### config.mk
export PLATFORM = sky130hd
export DESIGN_NAME = div_unit
export DESIGN_NICKNAME = d
export VERILOG_FILES = /design/src/rtl/div_unit_pkg.sv /design/src/rtl/div_step.sv /design/src/rtl/div_unit.sv
export SDC_FILE = /design/constraint.sdc
export NUM_CORES = 1
export LEC_CHECK = 0
export ABC_AREA = 1
export CAP_MARGIN = 10
export CORE_AREA = 10 10 149 219
export CTS_CLUSTER_SIZE = 20
export DETAILED_ROUTE_END_ITERATION = 16
export DIE_AREA = 0 0 159 229
export PLACE_DENSITY = 0.7
export SKIP_CTS_REPAIR_TIMING = 1
export SLEW_MARGIN = 20
export SYNTH_ARGS = -nofsm -noshare
export SYNTH_HDL_FRONTEND = slang
export SYNTH_SLANG_ARGS = --single-unit
### constraint.sdc
create_clock -name clk -period 12.55 [get_ports clk]
set_clock_uncertainty 0.15 [all_clocks]
set_input_delay 1.255 -clock clk [delete_from_list [all_inputs] [get_ports clk]]
set_output_delay 1.255 -clock clk [all_outputs]
set_load 0.01 [all_outputs]
### src/rtl/div_unit_pkg.sv
// Shared definitions for the execute-stage divider: FSM encoding, default width and the
// quotient value reported for a zero divisor.
package div_defs;

  localparam int unsigned DIV_WIDTH = 32;

  // Architecturally undefined; this is the value we choose to return.
  localparam logic [DIV_WIDTH-1:0] DIV_BYZERO_QUO = 32'hFFFF_FFFF;

  typedef enum logic [1:0] {
    DIV_IDLE   = 2'b00,
    DIV_BUSY   = 2'b01,
    DIV_BYZERO = 2'b10,
    DIV_DONE   = 2'b11
  } div_state_e;

endpackage

### src/rtl/div_step.sv
// One radix-2 restoring iteration: shift {rem,quo} left, trial-subtract the divisor,
// keep the difference and set the quotient bit when it is non-negative.
module div_step #(
  parameter int unsigned WIDTH = 32
) (
  input  logic [WIDTH-1:0] rem,
  input  logic [WIDTH-1:0] quo,
  input  logic [WIDTH-1:0] divisor,
  output logic [WIDTH-1:0] rem_next,
  output logic [WIDTH-1:0] quo_next
);

  logic [WIDTH:0] shifted;
  logic [WIDTH:0] trial;

  always_comb begin
    shifted  = {rem, quo[WIDTH-1]};
    trial    = shifted - {1'b0, divisor};
    rem_next = trial[WIDTH] ? shifted[WIDTH-1:0] : trial[WIDTH-1:0];
    quo_next = {quo[WIDTH-2:0], ~trial[WIDTH]};
  end

endmodule

### src/rtl/div_unit.sv
// Multi-cycle DIV/DIVU unit: magnitudes are divided by a restoring iteration, signs are
// restored on entry to DONE, and the combinational stall holds F/D/E while work is pending.
module div_unit
  import div_defs::*;
#(
  parameter int unsigned WIDTH = DIV_WIDTH,
  parameter int unsigned CNT_W = 6
) (
  input  logic               clk,
  input  logic               rst,
  input  logic               start_i,
  input  logic               signed_i,
  input  logic [WIDTH-1:0]   opdata1_i,
  input  logic [WIDTH-1:0]   opdata2_i,
  input  logic               annul_i,
  input  logic               pipe_stall_i,
  output logic [2*WIDTH-1:0] result_o,
  output logic               ready_o,
  output logic               stall_div_o
);

  div_state_e state_q, state_d;
  logic [CNT_W-1:0]   cnt_q, cnt_d;
  logic [WIDTH-1:0]   rem_q, rem_d;
  logic [WIDTH-1:0]   quo_q, quo_d;
  logic [WIDTH-1:0]   dvs_q, dvs_d;
  logic               sgn_q, sgn_d;
  logic               sa_q, sa_d;
  logic               sb_q, sb_d;
  logic [2*WIDTH-1:0] result_q, result_d;

  logic [WIDTH-1:0] step_rem, step_quo;
  logic [WIDTH-1:0] quo_fix, rem_fix;
  logic [WIDTH-1:0] op1_abs, op2_abs;

  div_step #(
    .WIDTH (WIDTH)
  ) u_step (
    .rem      (rem_q),
    .quo      (quo_q),
    .divisor  (dvs_q),
    .rem_next (step_rem),
    .quo_next (step_quo)
  );

  always_comb begin
    op1_abs = (signed_i && opdata1_i[WIDTH-1]) ? -opdata1_i : opdata1_i;
    op2_abs = (signed_i && opdata2_i[WIDTH-1]) ? -opdata2_i : opdata2_i;
    quo_fix = (sgn_q && (sa_q != sb_q)) ? -step_quo : step_quo;
    rem_fix = (sgn_q && sa_q) ? -step_rem : step_rem;
  end

  always_comb begin
    state_d  = state_q;
    cnt_d    = cnt_q;
    rem_d    = rem_q;
    quo_d    = quo_q;
    dvs_d    = dvs_q;
    sgn_d    = sgn_q;
    sa_d     = sa_q;
    sb_d     = sb_q;
    result_d = result_q;
    if (annul_i) begin
      state_d = DIV_IDLE;
      cnt_d   = '0;
    end else begin
      case (state_q)
        DIV_IDLE: begin
          if (start_i) begin
            if (opdata2_i == '0) begin
              state_d = DIV_BYZERO;
              quo_d   = opdata1_i;  // raw dividend becomes HI
            end else begin
              state_d = DIV_BUSY;
              rem_d   = '0;
              quo_d   = op1_abs;
              dvs_d   = op2_abs;
              sgn_d   = signed_i;
              sa_d    = opdata1_i[WIDTH-1];
              sb_d    = opdata2_i[WIDTH-1];
              cnt_d   = '0;
            end
          end
        end
        DIV_BUSY: begin
          rem_d = step_rem;
          quo_d = step_quo;
          cnt_d = cnt_q + CNT_W'(1);
          if (cnt_q == CNT_W'(WIDTH - 1)) begin
            state_d  = DIV_DONE;
            result_d = {rem_fix, quo_fix};
          end
        end
        DIV_BYZERO: begin
          state_d  = DIV_DONE;
          result_d = {quo_q, WIDTH'(DIV_BYZERO_QUO)};
        end
        DIV_DONE: begin
          if (!pipe_stall_i) state_d = DIV_IDLE;
        end
        default: state_d = DIV_IDLE;
      endcase
    end
  end

  always_ff @(posedge clk or posedge rst) begin
    if (rst) begin
      state_q  <= DIV_IDLE;
      cnt_q    <= '0;
      rem_q    <= '0;
      quo_q    <= '0;
      dvs_q    <= '0;
      sgn_q    <= 1'b0;
      sa_q     <= 1'b0;
      sb_q     <= 1'b0;
      result_q <= '0;
    end else begin
      state_q  <= state_d;
      cnt_q    <= cnt_d;
      rem_q    <= rem_d;
      quo_q    <= quo_d;
      dvs_q    <= dvs_d;
      sgn_q    <= sgn_d;
      sa_q     <= sa_d;
      sb_q     <= sb_d;
      result_q <= result_d;
    end
  end

  // Reset gates the stall so every output reads zero while rst is held.
  assign stall_div_o = start_i & (state_q != DIV_DONE) & ~annul_i & ~rst;
  assign ready_o     = (state_q == DIV_DONE);
  assign result_o    = result_q;

endmodule

# Word level (Yosys, flattened, before mapping)
# Index checks and enable logic that the tools add are counted.
[classes]
n_addsub = 6
eq_ne = 13
mux = 23
n_bitwise = 7
reduce_logical = 15
[op_table]
columns = ["op", "n"]
rows = [
  ["$mux W32", 9],
  ["$neg A32 Y32", 4],
  ["$pmux W32 S2", 2],
  ["$pmux W64 S2", 1],
  ["$mux W64", 1],
  ["$sub A33 B32 Y33", 1],
  ["$logic_not A32 Y1", 1],
  ["$mux W6", 3],
  ["$ne A3 B3 Y1 const B", 4],
  ["$pmux W6 S2", 1],
  ["$reduce_and A3 Y1", 4],
  ["$mux W2", 5],
  ["$ne A2 B2 Y1 const B", 4],
  ["$pmux W2 S4", 1],
  ["$reduce_and A4 Y1", 2],
  ["$add A6 B1 Y6 const B", 1],
  ["$eq A6 B5 Y1 const B", 1],
  ["$eq A2 B2 Y1 const B", 2],
  ["$logic_and A1 B1 Y1", 4],
  ["$not A1 Y1", 4],
  ["$reduce_bool A2 Y1", 2],
  ["$and A1 B1 Y1", 3],
  ["$reduce_bool A3 Y1", 1],
  ["$eq A2 B1 Y1 const B", 1],
  ["other kinds (2)", 2],
]
[word_totals]
ff_bits = 171
inputBits = 70
output_inout_bits = 66
wordCells = 73

# Longest topological paths before layout
[depth]
ltp_word = 6
depth_mapped = 28
mapped_depth_nobuf = 27

# Hierarchy
# Synthesis repeated with hierarchy kept, for this count alone.
[unflattened]
hier_cells = 2395
hier_area_um2 = 14674.1
[by_module_without_submodules]
columns = ["module", "n_inst", "cells_each", "area_per_inst_um2", "seq_area_each_um2"]
rows = [
  ["div_unit", 1, 1681, 11278.3, 4279.1],
  ["div_step", 1, 714, 3395.8, 0.0],
]

# Worst setup path after synthesis
# OpenSTA, ideal clock, no wires.
[synth_timing]
path_kind = "reg-to-reg"
start = "reg quo_q[31]"
end = "reg result_q[30], in the netlist result_o[30]"
setup_ns = 0.119
arrival_time_ns = 3.598
required_time_ns = 12.281
path_slack_ns = 8.682
path_stages_with_launch = 28
n_path_buf = 1
synth_period_minus_slack_ns = 3.868
cell_sequence = "dfrtp_1 -> inv_1 -> ha_1 -> inv_1 -> fa_1 -> nand2_1 -> nand2_1 -> nand3_2 -> nand2_2 -> nand2_2 -> nand2_2 -> nand2_4 -> nand3_2 -> nand2_4 -> buf_4 -> ha_1 -> nand4_1 -> nor3_1 -> nand4_1 -> nor2_1 -> nand2_1 -> inv_1 -> nand2_1 -> o21ai_0 -> nand2_1 -> xor2_1 -> o22ai_1 -> inv_1"
[synth_between]
elab_chain_len = 6
[synth_lines]
columns = ["item", "line", "source"]
rows = [
  ["start: declaration", "div_unit.sv:25", "logic [WIDTH-1:0] quo_q, quo_d;"],
  ["start signal: assignment", "div_unit.sv:121", "quo_q <= quo_d;"],
  ["$sub A33 B32 Y33", "div_step.sv:18", "trial = shifted - {1'b0, divisor};"],
  ["$not A1 Y1", "div_step.sv:20", "quo_next = {quo[WIDTH-2:0], ~trial[WIDTH]};"],
  ["$neg A32 Y32", "div_unit.sv:49", "quo_fix = (sgn_q && (sa_q != sb_q)) ? -step_quo : step_quo;"],
  ["$mux W32", "div_unit.sv:49", ""],
  ["$mux W64", "div_unit.sv:89", "if (cnt_q == CNT_W'(WIDTH - 1)) begin"],
  ["$pmux W64 S2", "div_unit.sv:67", "case (state_q)"],
  ["end signal: assignment", "div_unit.sv:126", "result_q <= result_d;"],
  ["end: declaration", "div_unit.sv:30", "logic [2*WIDTH-1:0] result_q, result_d;"],
]
# Every way passes these cells. The select of a mux whose other input is x is not followed.
# A chain may end at the register's enable or synchronous reset.

# Worst setup path in the final report
# Ends and elaborated chain as after synthesis.

==> results.md <==
- Met3 wire len: 1780 microns
- IO Pins: 136
- Port buffer count: 135
- Hold Crit Start: result_o[61]
- Top sig layer: met4
- Dominant synthesized flop cell: dfrtp_1
- CTS buffer count: 17
- Critical path required time: 12.75 ns
- Clk slew on worst S/H paths: 0.07 ns
- # nets final: 2,450
- Slew margin rel.: 34.8%
- EDFF count, synth: 0
- Count of final max-slew check failures: 0
- Largest family of logic cells by synthesized area: simple AND/OR/NAND/NOR gates
- Kind of critical path: reg -> reg
- RePlAce Congestion: 0.980
- Area leader, netlist: dfrtp_1
- Clock Path Buffers: 2
- Die Height: 229 microns
- Vias/cell: 5.30
- Final setup vio count: 0
- Sequential element share of the synthesized area: 30.3%
- Post-synthesis instance total: 2,245
- Initial Utilization: 49.3%
- Synth async-reset ratio: 100%
- Yosys warns: 0
- Fillers: 2,890
- DR iter-0 viols: 817
- Die width: 159 microns
- Antenna violations before repair: 0
- Min-delay worst type: reg -> reg
- Adder-cell share of the synthesized area: 3.78%
- Crit path max fanout: 41
- Routed wl met2: 25,000 microns
- Hpwl dp: 39,000 microns
- CP startpoint kind: flip-flop
- Final WL: 48,100 microns
- Kind of end point of the critical path: flip-flop
- Cell row count: 76
- N_diodes: 0
- Area Growth Syn to Fin: 14.9%
- Critical Path AT: 5.58 ns
- Post-Route Setup TNS: 0 ns
- Drt wl/cell: 17.6 microns
- Die area: 36,400 sq um
- Grt ovf: 0
- Top cell type's share of synthesized area: 30.3%
- Unique cell type count in the Yosys netlist: 51
- Tightest Pin Transition: 0.978 ns
- Outcome: finished, final reports clean
- Vias in the first global route: 13,780
- Most frequent cell after synthesis: nand2_1
- Fmax: 0.186 GHz
- MaxCap Viol Count: 0
- XOR/XNOR Fraction of Synth Area: 4.53%
- Antenna Nets Post-Route: 0
- Endpoints failing hold: 0
- Origin of the critical flop-to-flop path: quo_q[31]
- Final Critical Period: 5.38 ns
- Share of cells above drive strength 1: 5.32%
- Htree depth: 4
- Synth top cells by count: nand2_1, inv_1, nor2_1, dfrtp_1, nand3_1
- Clk_lat worst skew: 0.46 ns
- Post-synthesis register bit count: 171
- Syn nets: 2,357
- Area contributors post-synth: dfrtp_1, nand2_1, inv_1
- Drt drc: 0
- Via Count: 14,510
- Root Driver: clkbuf_16
- Post-Syn Area: 14,100 sq um
- CTS Sinks: 171
- Tcrit/Tclk final: 42.9%
- Wire length on met1: 18,700 microns
- Router iterations before antenna repair: 6
- GRT Overall Usage: 25.6%
- Core area: 28,600 sq um
- CTS tree: yes
- Crit path from: quo_q[31]
- RSZ-0062 raised after global routing: no
- Mux contribution to synthesized area: 0%
- Simple-Gate Fraction of Synth Area: 36.6%
- Largest net degree at the start of global routing: 100
- First-pass GRT wire length: 74,900 microns
- Post-synthesis compound-gate area fraction: 13.2%
- Syn_area_per_cell: 6.29 sq um
-- sequential cells by signal, summed over array words and instances (netlist names) --
signal    flops
cnt_q         6
dvs_q        32
quo_q        32
rem_q        32
result_o     64
sa_q          1
sb_q          1
sgn_q         1
state_q       2
-- per-stage QoR --
step | cells | hold slack (ns) | cell area (sq um) | utilization (%) | setup slack [ns]
6_report | 2739 | 0.329 | 16200 | 56.7 | 7.17
5_1_grt | 2739 | 0.353 | 16200 | 56.7 | 6.69
4_1_cts | 2739 | 0.336 | 16200 | 56.7 | 7.21
3_5_place_dp | 2709 | 0.318 | 15700 | 54.7 | 7.24
3_3_place_gp | 2709 | 0.314 | 15700 | 54.7 | 7.33
2_1_floorplan | 2245 | 0.303 | 14100 | - | 6.51
-- area by class of cell --
type / count / area [sq um] / share of cell area (%)
Multi-Input combinational cell: 1673 / 8230 / 50.7
Sequential cell: 171 / 4280 / 26.4
Timing Repair Buffer: 146 / 1430 / 8.84
Inverter: 329 / 1240 / 7.64
Tap cell: 390 / 488 / 3.01
Clock buffer: 20 / 457 / 2.82
Clock inverter: 10 / 95.1 / 0.586
-- kinds of logic (layout without fill, tap and decap cells) --
| kind of cell | after synthesis | in the layout |
|---|---|---|
| adder cells (fa/ha/maj) | 42 | 42 |
| buffers and inverters | 401 | 505 |
| AO/OA/AOI/OAI | 341 | 341 |
| flip-flops | 171 | 171 |
| AND/OR/NAND/NOR | 1217 | 1217 |
| XOR/XNOR | 73 | 73 |
-- final timing paths --
kind,cells past startpoint,slack (ns),to
max in group asynchronous,3,9.46,dvs_q[21]
max,26,7.17,result_o[30]
min,2,0.33,result_o[61]
min reg2reg,2,0.33,result_o[61]
max reg2reg,26,7.17,result_o[30]
min in group asynchronous,2,1.24,quo_q[2]
-- critical path, cell delays in order, from the launching register on --
cell     delay, ns
dfrtp_1       0.37
inv_1         0.13
ha_1          0.17
inv_1         0.08
fa_1          0.45
nand2_1       0.09
nand2_1       0.08
nand3_2       0.08
nand2_2       0.10
nand2_2       0.09
nand2_2       0.07
nand2_4       0.09
nand3_2       0.39
nand2_4       0.58
ha_1          0.31
nand4_1       0.16
nor3_1        0.33
nand4_1       0.19
nor2_1        0.25
nand2_1       0.15
inv_1         0.11
nand2_1       0.11
o21ai_0       0.28
nand2_1       0.11
xor2_1        0.15
o22ai_1       0.11
inv_1         0.06
-- metal layers --
metal  vias up  track usage [%]
met5         -                0
met4         0             15.8
met3       104             3.00
met2       410             46.2
met1      6682             28.1
li1       7314                -
-- cells in the final DEF (no fill, tap or decap), types with 3 or more instances in the layout --
master | Yosys | routed
nand2_4 | 7 | 7
nand2_1 | 723 | 723
and2_1 | 5 | 5
nor3_2 | 2 | 3
clkdlybuf4s50_1 | 0 | 135
clkbuf_16 | 0 | 17
nor4_1 | 6 | 6
o21ai_1 | 18 | 18
inv_1 | 316 | 314
clkinv_1 | 5 | 5
nand3_2 | 9 | 9
a21oi_1 | 104 | 104
nand3_1 | 137 | 137
clkinvlp_4 | 0 | 5
a31oi_1 | 13 | 13
xnor2_1 | 9 | 9
ha_1 | 41 | 40
nor2_2 | 8 | 10
nand3b_1 | 8 | 8
nand2_2 | 30 | 30
o31ai_1 | 3 | 3
o22ai_1 | 45 | 45
dfrtp_1 | 171 | 171
nor2_4 | 6 | 6
o211ai_1 | 11 | 11
inv_2 | 8 | 9
xor2_1 | 64 | 64
buf_4 | 5 | 11
o21ai_0 | 134 | 133
nor3_1 | 19 | 18
nor2_1 | 228 | 226
nand4_1 | 23 | 23
Power is not shown: default switching activity piles up to over one toggle a cycle in this logic, so the estimate is an artifact.
